<file path="src/rtl/mc_controller.sv">
// Multi-cycle MIPS controller: sequences FETCH/DECODE/EXEC/MEMACC/WBACK,
// drives datapath controls plus PC/IR write enables, traps on illegal
// instructions or memory-wait timeouts, and counts retired instructions.
//
// Handshake: imem_rd/dmem_rd/MemWr are requests held high for as long as the
// controller waits. A transfer completes in the cycle where the request is
// high and the matching *_ready input is high. IRWr and the sw-retire PCWr are
// asserted combinationally in that completing cycle only.
module mc_controller #(
  parameter int ALUCTR_W = 4,
  parameter int NPCOP_W  = 4,
  parameter int TIMEOUT  = 16,
  parameter int CNT_W    = 32
) (
  input  logic                clk,
  input  logic                rst,
  input  logic [5:0]          op,
  input  logic [5:0]          func,
  input  logic                zero,
  input  logic                imem_ready,
  input  logic                dmem_ready,
  output logic                imem_rd,
  output logic                dmem_rd,
  output logic                IRWr,
  output logic                PCWr,
  output logic                RegDst,
  output logic                ALUSrc,
  output logic                MemtoReg,
  output logic                RegWr,
  output logic                MemWr,
  output logic                ExtOp,
  output logic [ALUCTR_W-1:0] ALUctr,
  output logic [NPCOP_W-1:0]  NPCop,
  output logic [2:0]          state,
  output logic                trap,
  output logic                timeout,
  output logic [CNT_W-1:0]    retired_cnt
);

  typedef enum logic [2:0] {
    S_FETCH  = 3'd0,
    S_DECODE = 3'd1,
    S_EXEC   = 3'd2,
    S_MEMACC = 3'd3,
    S_WBACK  = 3'd4,
    S_TRAP   = 3'd5
  } state_t;

  localparam logic [5:0] OP_R     = 6'b000000;
  localparam logic [5:0] OP_ADDI  = 6'b001000;
  localparam logic [5:0] OP_ADDIU = 6'b001001;
  localparam logic [5:0] OP_ORI   = 6'b001101;
  localparam logic [5:0] OP_LUI   = 6'b001111;
  localparam logic [5:0] OP_LW    = 6'b100011;
  localparam logic [5:0] OP_SW    = 6'b101011;
  localparam logic [5:0] OP_BEQ   = 6'b000100;
  localparam logic [5:0] OP_J     = 6'b000010;

  localparam logic [5:0] FN_ADD = 6'b100000;
  localparam logic [5:0] FN_SUB = 6'b100010;
  localparam logic [5:0] FN_AND = 6'b100100;
  localparam logic [5:0] FN_OR  = 6'b100101;
  localparam logic [5:0] FN_XOR = 6'b100110;
  localparam logic [5:0] FN_SLT = 6'b101010;
  localparam logic [5:0] FN_SLL = 6'b000000;

  localparam logic [3:0] ALU_AND   = 4'b0000;
  localparam logic [3:0] ALU_OR    = 4'b0001;
  localparam logic [3:0] ALU_ADD   = 4'b0010;
  localparam logic [3:0] ALU_XOR   = 4'b0011;
  localparam logic [3:0] ALU_ORI   = 4'b0100;
  localparam logic [3:0] ALU_ADDIU = 4'b0101;
  localparam logic [3:0] ALU_SUB   = 4'b0110;
  localparam logic [3:0] ALU_SLT   = 4'b0111;
  localparam logic [3:0] ALU_SLL   = 4'b1000;
  localparam logic [3:0] ALU_LUI   = 4'b1111;

  localparam logic [3:0] NPC_JUMP = 4'b0000;
  localparam logic [3:0] NPC_BEQ  = 4'b0010;
  localparam logic [3:0] NPC_ADD4 = 4'b1111;

  // Watchdog holds the number of wait cycles already spent (0..TIMEOUT-1).
  localparam int             WD_W    = (TIMEOUT < 2) ? 1 : $clog2(TIMEOUT);
  localparam logic [WD_W-1:0] WD_LAST = WD_W'(TIMEOUT - 1);
  localparam logic [WD_W-1:0] WD_ONE  = WD_W'(1);
  localparam logic [CNT_W-1:0] CNT_ONE = CNT_W'(1);

  state_t           state_q;
  logic [5:0]       op_q;
  logic [5:0]       func_q;
  logic [WD_W-1:0]  wd_q;
  logic             trap_q;
  logic             timeout_q;
  logic [CNT_W-1:0] cnt_q;

  logic       lat_regdst;
  logic       lat_alusrc;
  logic       lat_extop;
  logic [3:0] lat_alu;
  logic [3:0] alu4;
  logic [3:0] npc4;
  logic       legal;

  function automatic logic [3:0] r_alu(input logic [5:0] f);
    logic [3:0] a;
    case (f)
      FN_ADD:  a = ALU_ADD;
      FN_SUB:  a = ALU_SUB;
      FN_AND:  a = ALU_AND;
      FN_OR:   a = ALU_OR;
      FN_XOR:  a = ALU_XOR;
      FN_SLT:  a = ALU_SLT;
      FN_SLL:  a = ALU_SLL;
      default: a = ALU_ADD;
    endcase
    return a;
  endfunction

  // Legality of the live instruction word, used while in DECODE.
  always_comb begin
    legal = 1'b0;
    case (op)
      OP_R: begin
        case (func)
          FN_ADD, FN_SUB, FN_AND, FN_OR, FN_XOR, FN_SLT, FN_SLL: legal = 1'b1;
          default: legal = 1'b0;
        endcase
      end
      OP_ADDI, OP_ADDIU, OP_ORI, OP_LUI, OP_LW, OP_SW, OP_BEQ, OP_J: legal = 1'b1;
      default: legal = 1'b0;
    endcase
  end

  // Datapath controls of the latched instruction, held from EXEC onward.
  always_comb begin
    lat_regdst = 1'b0;
    lat_alusrc = 1'b0;
    lat_extop  = 1'b0;
    lat_alu    = ALU_ADD;
    case (op_q)
      OP_R:    lat_alu = r_alu(func_q);
      OP_ADDI, OP_ADDIU: begin
        lat_regdst = 1'b1; lat_alusrc = 1'b1; lat_extop = 1'b1; lat_alu = ALU_ADDIU;
      end
      OP_ORI: begin
        lat_regdst = 1'b1; lat_alusrc = 1'b1; lat_extop = 1'b0; lat_alu = ALU_ORI;
      end
      OP_LUI: begin
        lat_regdst = 1'b1; lat_alusrc = 1'b1; lat_extop = 1'b1; lat_alu = ALU_LUI;
      end
      OP_LW, OP_SW: begin
        lat_regdst = 1'b1; lat_alusrc = 1'b1; lat_extop = 1'b1; lat_alu = ALU_ADD;
      end
      OP_BEQ:  lat_alu = ALU_SUB;
      default: lat_alu = ALU_ADD;
    endcase
  end

  // Output decode: Moore on state/latch, ready-gated PCWr/IRWr, beq uses zero.
  always_comb begin
    imem_rd  = 1'b0;
    dmem_rd  = 1'b0;
    IRWr     = 1'b0;
    PCWr     = 1'b0;
    RegDst   = 1'b0;
    ALUSrc   = 1'b0;
    MemtoReg = 1'b0;
    RegWr    = 1'b0;
    MemWr    = 1'b0;
    ExtOp    = 1'b0;
    alu4     = ALU_ADD;
    npc4     = NPC_ADD4;
    if (state_q == S_EXEC || state_q == S_MEMACC || state_q == S_WBACK) begin
      RegDst = lat_regdst;
      ALUSrc = lat_alusrc;
      ExtOp  = lat_extop;
      alu4   = lat_alu;
    end
    case (state_q)
      S_FETCH: begin
        imem_rd = 1'b1;
        IRWr    = imem_ready;
      end
      S_DECODE: begin
        if (op == OP_J) begin
          PCWr = 1'b1;
          npc4 = NPC_JUMP;
        end
      end
      S_EXEC: begin
        if (op_q == OP_BEQ) begin
          PCWr = 1'b1;
          npc4 = zero ? NPC_BEQ : NPC_ADD4;
        end
      end
      S_MEMACC: begin
        dmem_rd = (op_q == OP_LW);
        MemWr   = (op_q == OP_SW);
        PCWr    = (op_q == OP_SW) && dmem_ready;
      end
      S_WBACK: begin
        RegWr    = 1'b1;
        PCWr     = 1'b1;
        MemtoReg = (op_q == OP_LW);
      end
      default: ;
    endcase
    if (rst) begin
      imem_rd = 1'b0;
      dmem_rd = 1'b0;
      IRWr    = 1'b0;
      PCWr    = 1'b0;
      RegWr   = 1'b0;
      MemWr   = 1'b0;
    end
  end

  // Sequencer: state, decode latch, watchdog, sticky trap flags, retire count.
  always_ff @(posedge clk) begin
    if (rst) begin
      state_q   <= S_FETCH;
      op_q      <= '0;
      func_q    <= '0;
      wd_q      <= '0;
      trap_q    <= 1'b0;
      timeout_q <= 1'b0;
      cnt_q     <= '0;
    end else begin
      case (state_q)
        S_FETCH: begin
          if (imem_ready) begin
            wd_q    <= '0;
            state_q <= S_DECODE;
          end else if (wd_q == WD_LAST) begin
            wd_q      <= '0;
            trap_q    <= 1'b1;
            timeout_q <= 1'b1;
            state_q   <= S_TRAP;
          end else begin
            wd_q <= wd_q + WD_ONE;
          end
        end
        S_DECODE: begin
          op_q   <= op;
          func_q <= func;
          if (!legal) begin
            trap_q  <= 1'b1;
            state_q <= S_TRAP;
          end else if (op == OP_J) begin
            cnt_q   <= cnt_q + CNT_ONE;
            state_q <= S_FETCH;
          end else begin
            state_q <= S_EXEC;
          end
        end
        S_EXEC: begin
          if (op_q == OP_BEQ) begin
            cnt_q   <= cnt_q + CNT_ONE;
            state_q <= S_FETCH;
          end else if (op_q == OP_LW || op_q == OP_SW) begin
            state_q <= S_MEMACC;
          end else begin
            state_q <= S_WBACK;
          end
        end
        S_MEMACC: begin
          if (dmem_ready) begin
            wd_q <= '0;
            if (op_q == OP_LW) begin
              state_q <= S_WBACK;
            end else begin
              cnt_q   <= cnt_q + CNT_ONE;
              state_q <= S_FETCH;
            end
          end else if (wd_q == WD_LAST) begin
            wd_q      <= '0;
            trap_q    <= 1'b1;
            timeout_q <= 1'b1;
            state_q   <= S_TRAP;
          end else begin
            wd_q <= wd_q + WD_ONE;
          end
        end
        S_WBACK: begin
          cnt_q   <= cnt_q + CNT_ONE;
          state_q <= S_FETCH;
        end
        S_TRAP:  state_q <= S_TRAP;
        default: state_q <= S_FETCH;
      endcase
    end
  end

  assign ALUctr      = ALUCTR_W'(alu4);
  assign NPCop       = NPCOP_W'(npc4);
  assign state       = state_q;
  assign trap        = trap_q;
  assign timeout     = timeout_q;
  assign retired_cnt = cnt_q;

endmodule

</file>
<file path="config.mk">
export PLATFORM = sky130hd
export DESIGN_NAME = mc_controller
export DESIGN_NICKNAME = d
export VERILOG_FILES = /design/src/rtl/mc_controller.sv
export SDC_FILE = /design/constraint.sdc
export NUM_CORES = 1
export LEC_CHECK = 0
export ABC_AREA = 0
export BUFFER_PORTS_ARGS = -buffer_cell sky130_fd_sc_hd__buf_2
export CORE_MARGIN = 8
export CORE_UTILIZATION = 40
export DETAILED_ROUTE_END_ITERATION = 10
export GPL_ROUTABILITY_DRIVEN = 0
export PLACE_DENSITY = 0.69
export REMOVE_ABC_BUFFERS = 1
export SLEW_MARGIN = 20
export SYNTH_ARGS = -nofsm -noshare
export SYNTH_HDL_FRONTEND = slang
export SYNTH_SLANG_ARGS = --single-unit
</file>
<file path="constraint.sdc">
create_clock -name clk -period 2.15 [get_ports clk]
set_clock_uncertainty 0.1 [all_clocks]
set_input_delay 0.3225 -clock clk [delete_from_list [all_inputs] [get_ports clk]]
set_output_delay 0.3225 -clock clk [all_outputs]
set_load 0.01 [all_outputs]
</file>
==> summary.txt, run 1 <==
Status
  • Status: finished with violations
  • Failing checks: setup timing

Global route
  • First-pass GRT wire length: 17,080 um
  • GR Util All Layers: 17.95%
  • Initial antenna violation count: 0
  • Grt total ovfl: 0
  • Vias in the first global route: 3,627
  • Largest net degree at the start of global routing: 26

Flow run
  • Max Cap Viol: 0

STA
  • Fin Setup TNS: -4.650 ns
  • Final critical-path required period: 2.331 ns
  • Unrepaired setup endpoints after global routing: true
  • Final hold violations: 0
  • Worst slew pin tran: 0.6093 ns
  • Final Worst Setup Slack: -0.1810 ns
  • Final Hold Slack: 0.1736 ns
  • # setup viols final: 42
  • Slew margin rel.: 59.38%
  • Max Slew Vio Count: 0
  • Period utilization: 108.4%
  • FMAX: 429.0 MHz

Power and ir drop
  • P_leak: 1.900 nW
  • Overall Power: 2.320 mW
  • Max rail drop VDD: 0.0002900 V
  • PwrDens: 484.8 nW/um^2

Layout
  • Layout Nets: 570
  • Layout cells sized above 1: 45.83%
  • Synthesis-to-finish area growth: 48.91%
  • Final non-filler cell total: 654
  • FILL cells: 690
  • Final instance area: 4785 um^2
  • Util after Layout: 61.60%
  • Antenna cell count: 0

Logic synthesis
  • Synthesized area: 3213 um^2
  • Synth async-reset ratio: 0%
  • Number of synthesized flops with an enable pin: 0
  • Syn. warnings: 0
  • Register area share after synthesis: 33.02%
  • Synth Flop Type: dfxtp_1
  • Post-synth top area cell: dfxtp_1
  • Area contributors post-synth: dfxtp_1 33%, a21oi_1 6.4%, or4_1 5.6%
  • Netlist cell types: 59
  • Post-synth top cells: 53 x dfxtp_1, 45 x nor2_1, 41 x a21oi_1
  • Synth top area share: 33.02%
  • Most common cell in the netlist: dfxtp_1
  • Syn_area_per_cell: 7.818 um^2
  • #FFs+latches synth: 53
  • Mapped Cells: 411

Route
  • Via count: 3,799
  • Drt pass-1 iters: 5
  • Wire length per cell: 16.91 um
  • Wirelength, routed: 11,060 um
  • Routed Antenna Nets: 0
  • Iter 0 DRT Violations: 174
  • DRC errors left: 0
  • Vias per std cell: 5.809

Die
  • Core area: 7767 um^2
  • Die Ht: 105.6 um
  • DIE WIDTH: 105.6 um
  • Boundary pin count: 72
  • FP Rows: 32
  • Die area: 11,160 um^2
  • Initial cell density of the core: 41.37%

Clock tree
  • Root Driver: clkbuf_8
  • Clock buffer count from CTS: 5
  • CTS tree: yes
  • Worst-skew pair later-pin latency: 0.31 ns
  • Hold_buf cts: 0
  • H-tree Lvls: 2
  • Clock transition at the registers of the reported paths: 0.10 ns
  • Clock sink total: 53
  • Clock Tree Buf Depth: 2

Place
  • DP Worst Slack: -0.3700 ns
  • Final HPWL from detailed placement: 7224 um
  • DP Cell Count: 614
  • Placed cell area: 4031 um^2
  • IO Port Bufs: 71

Setup path
  • CP startpoint kind: input port
  • Crit path kind: input port to flop
  • Crit Path Max Fanout: 4
  • Worst Path Required: 2.26 ns
  • WP data arrival: 2.44 ns
  • CP endpoint kind: flop

Worst hold path
  • Worst min-delay path category: input port to flop
## logic make-up after synthesis
group	after synthesis	synth area share (%)
and+or+nand+nor	191	32.90
xor gates and xnor gates	2	0.5453
AOI/OAI and AO/OA	106	21.34
DFF	53	33.02
adders and majority gates	2	0.7787
muxes	18	5.841
buffers and inverters	39	5.568
## report_power, final
part / internal (mW) / switching [mW] / leakage [nW]
Clock: 0.262 / 0.346 / 0.0512
Combinational: 0.305 / 0.349 / 1.42
Sequential: 1.02 / 0.0391 / 0.433
Total: 1.59 / 0.733 / 1.90
## flip-flops by register name, indices dropped and copies added (netlist names)
signal       count
func_q           6
op_q             6
retired_cnt     32
trap             1
wd_q             4
timeout          1
state            3
## final cells by class
class                      count  area [um^2]  area share [%]
inverter                       8        30.03          0.6276
tap                          102        127.6           2.667
timing repair buffer         164         1166           24.37
clock inverter                 2        13.76          0.2877
clock buffer                   6        82.58           1.726
multi-input combinational    319         2290           47.86
sequential                    53         1075           22.46
## path summary, 6_finish.rpt
kind | cells past startpoint | start | slack [ns] | end
worst max-delay path | 9 | op[4] | -0.18 | retired_cnt[28]
worst min-delay path | 3 | func[4] | 0.17 | func_q[4]
worst max register to register | 8 | op_q[2] | -0.11 | retired_cnt[2]
worst min register to register | 2 | timeout | 0.37 | timeout
## placed cells by master (no fill, tap or decap), drive strengths merged, types with 4 or more instances in the layout
cell	count
buf	164
dfxtp	53
nor2	45
a21oi	41
or4	25
nand2	24
nand3	22
o31ai	22
o21ai	17
nor3	15
nand4	12
mux2i	12
nor2b	9
inv	8
clkbuf	6
mux2	6
nor4	5
nand2b	4
and2	4
and3	4
or3	4
or2	4
## worst max-delay path, cell delays in order
cell and delay [ns]:
buf_6 0.09, or4_4 0.56, buf_6 0.16, o41ai_4 0.29, buf_4 0.21, o21ai_4 0.09, buf_6 0.14, nor4_4 0.24
mux2_1 0.33
## metal layers
| layer | GRT usage, % | wire length, um |
|---|---|---|
| met3 | 4.324 | 885 |
| met1 | 22.31 | 4759 |
| met2 | 29.86 | 5233 |
| met4 | 5.729 | 178 |
| met5 | 0 | 0 |
## timing repair
| item | 4_1_cts | 5_1_grt |
|---|---|---|
| hold endpoints to repair | 0 | 0 |
| gates resized for setup | 48 | 61 |
| pin swaps | 39 | 25 |
| endpoints found under the setup margin | 33 | 45 |
| setup buffers | 16 | 11 |
| cloned | 3 | 2 |
Note: power is estimated with default switching activity, not from simulation.
==> run 2, diff against run 1 <==
Settings changed: CORE_UTILIZATION 40 to 45, PLACE_DENSITY 0.69 to 0.76.
==> run 2 against run 1 <==
Against the previous run:
- the run still ends with setup timing left
- hold slack worse by 0.0024 ns
- register-to-register slack worse by 0.04 ns
- core utilization rose by 4.8 points
- clock power increased by 31%
- maximum frequency rose by 1.6%
- sequential power hardly changed
- largest power group unchanged
- highest routed layer unchanged
==> summary.txt, run 2 (synthesis gave the netlist of run 1 again) <==
Power and ir drop
  • PwrDens: 532.1 nW/um^2 (+9.8%)
  • Max rail drop VDD: 0.0003198 V (+10%)
  • P_leak: 1.865 nW (-1.8%)

Flow run
  • Max Cap Viol: 0 (unchanged)

Layout
  • Most frequent cells in the layout: 70 x buf_2, 63 x buf_4, 43 x dfxtp_1, 42 x nor2_1, 27 x a21oi_1
  • Final non-filler cell total: 643 (-1.7%)
  • Layout cells sized above 1: 41.91% (-3.9 points)
  • Max reg flops: 32 (unchanged)
  • FILL cells: 601 (-13%)
  • Synthesis-to-finish area growth: 46.57%
  • Layout Nets: 562 (-1.4%)
  • Final instance area: 4710 um^2 (-1.6%)
  • Most common cell after layout, fill and taps aside: buf_2
  • Antenna cell count: 0 (unchanged)

Route
  • DRC errors left: 0 (unchanged)
  • Vias per std cell: 5.911 (+1.8%)
  • Wirelength, routed: 11,140 um (+0.75%)
  • Iter 0 DRT Violations: 174 (unchanged)
  • Routed Antenna Nets: 0 (unchanged)
  • Via count: 3,801 (+0.053%)
  • Wire length per cell: 17.33 um (+2.5%)
  • Drt pass-1 iters: 4 (-1)

Setup path
  • Crit path kind: flop to flop
  • Crit Path Max Fanout: 7 (+3)
  • Setup crit start: op_q[1]
  • CP endpoint kind: flop
  • WP data arrival: 2.40 ns (-0.04 ns)
  • RR Endpoint: retired_cnt[26]
  • CP startpoint kind: flop
  • Crit path capture: retired_cnt[26]
  • Worst Path Required: 2.25 ns (about the same)
  • Worst R2R Setup Slack: -0.15 ns (-0.04 ns)
  • Reg2reg start: op_q[1]
  • Cells on worst reg2reg path: 8 (unchanged)

Global route
  • Initial antenna violation count: 0 (unchanged)
  • GR Util All Layers: 19.44% (+1.5 points)
  • Largest net degree at the start of global routing: 41 (+58%)
  • Vias in the first global route: 3,450 (-4.9%)
  • First-pass GRT wire length: 16,260 um (-4.8%)
  • Grt total ovfl: 0 (unchanged)

Clock tree
  • Worst-skew pair later-pin latency: 0.31 ns (about the same)
  • Root Driver: clkbuf_8
  • CTS tree: yes
  • Hold_buf cts: 0 (unchanged)
  • Clock sink total: 53 (unchanged)
  • Clock buffer count from CTS: 5 (unchanged)
  • Clock Tree Buf Depth: 2 (unchanged)
  • Clock transition at the registers of the reported paths: 0.10 ns (about the same)
  • H-tree Lvls: 2 (unchanged)

Die
  • Die Ht: 100.5 um (-4.9%)
  • DIE WIDTH: 100.5 um (-4.9%)
  • Die area: 10,100 um^2 (-9.5%)
  • Initial cell density of the core: 45.27% (+3.9 points)
  • Core area: 7098 um^2 (-8.6%)
  • Boundary pin count: 72 (unchanged)
  • FP Rows: 31 (-3.1%)

STA
  • Final Hold Slack: 0.1712 ns (-0.002405 ns)
  • # setup viols final: 39 (-7.1%)
  • Slew margin rel.: 57.32% (-2.1 points)
  • Worst slew pin tran: 0.6381 ns (+0.02886 ns)
  • Max Slew Vio Count: 0 (unchanged)
  • Unrepaired setup endpoints after global routing: true
  • Final critical-path required period: 2.295 ns (-0.03558 ns)
  • Period utilization: 106.8% (-1.7 points)
  • Final Worst Setup Slack: -0.1454 ns (+0.03559 ns)
  • FMAX: 435.6 MHz (+1.6%)
  • Final hold violations: 0 (unchanged)

Status
  • Status: finished with violations
  • Failing checks: setup timing

Place
  • Final HPWL from detailed placement: 7040 um (-2.6%)
  • IO Port Bufs: 71 (unchanged)
  • DP Cell Count: 607 (-1.1%)
  • Placed cell area: 4010 um^2 (-0.53%)

Worst hold path
  • Worst min-delay path category: input port to flop
-- run 2: cell types whose count changed in the layout (fill, tap and decap cells not counted), sizes merged --
cell and change:
clkinv -1, clkbuf -1, buf -8, bufinv +2
-- run 2: final cells by class --
cell class                 count  area (um^2)  share of cell area (%)
clock inverter                 3        65.06                   1.382
clock buffer                   5        68.82                   1.461
timing repair buffer         156         1117                   23.72
multi-input combinational    319         2226                   47.26
inverter                       8        30.03                  0.6376
tap                           99        123.9                   2.630
sequential                    53         1079                   22.90
-- run 2: worst min path at each step --
stage	start	to	slack, ns	cells past startpoint
floorplan	rst	retired_cnt[0]	0.29	1
global placement	timeout	timeout	0.35	2
detailed placement	retired_cnt[31]	retired_cnt[31]	0.37	2
CTS	func[0]	func_q[0]	0.16	3
global route	func[0]	func_q[0]	0.19	3
finish	func[0]	func_q[0]	0.17	3
-- run 2: what timing repair did --
action / 4_1_cts / 5_1_grt
gates cloned: 1 / 4
gates resized for setup: 37 / 52
pin swaps: 32 / 22
setup buffers: 9 / 14
endpoints found under the setup margin: 24 / 40
-- run 2: metrics by stage --
stage / setup TNS, ns / util [%] / total power [mW] / setup WS, ns
after floorplan: -23.03 / - / 1.344 / -0.9756
final: -2.750 / 66.35 / 2.506 / -0.1454
after CTS: -1.255 / 61.20 / 2.423 / -0.1312
after detailed placement: -9.563 / 56.50 / 1.581 / -0.3662
after global placement: -8.274 / 56.50 / 1.564 / -0.3494
after global routing: -5.368 / 66.35 / 2.611 / -0.2215
-- run 2: metal layers --
| metal | up-vias | global-route usage [%] | routed length, um |
|---|---|---|---|
| met3 | 14 | 3.867 | 820 |
| met2 | 155 | 33.23 | 5600 |
| met5 | - | 0 | 0 |
| met4 | 0 | 4.767 | 106 |
| met1 | 1812 | 24.31 | 4613 |
| li1 | 1820 | - | - |
-- run 2: critical path, cell delays in order, from the launching register on --
cell	delay, ns
dfxtp_2	0.35
nor3_2	0.05
buf_4	0.15
buf_4	0.13
a31o_1	0.25
a211oi_4	0.58
buf_4	0.23
nor3_2	0.05
mux2_1	0.30
-- run 2: where the power goes --
part / internal [mW] / switching [mW] / total, mW / leakage (nW)
Sequential: 1.02 / 0.0443 / 1.06 / 0.434
Clock: 0.463 / 0.335 / 0.798 / 0.0681
Combinational: 0.301 / 0.345 / 0.646 / 1.36
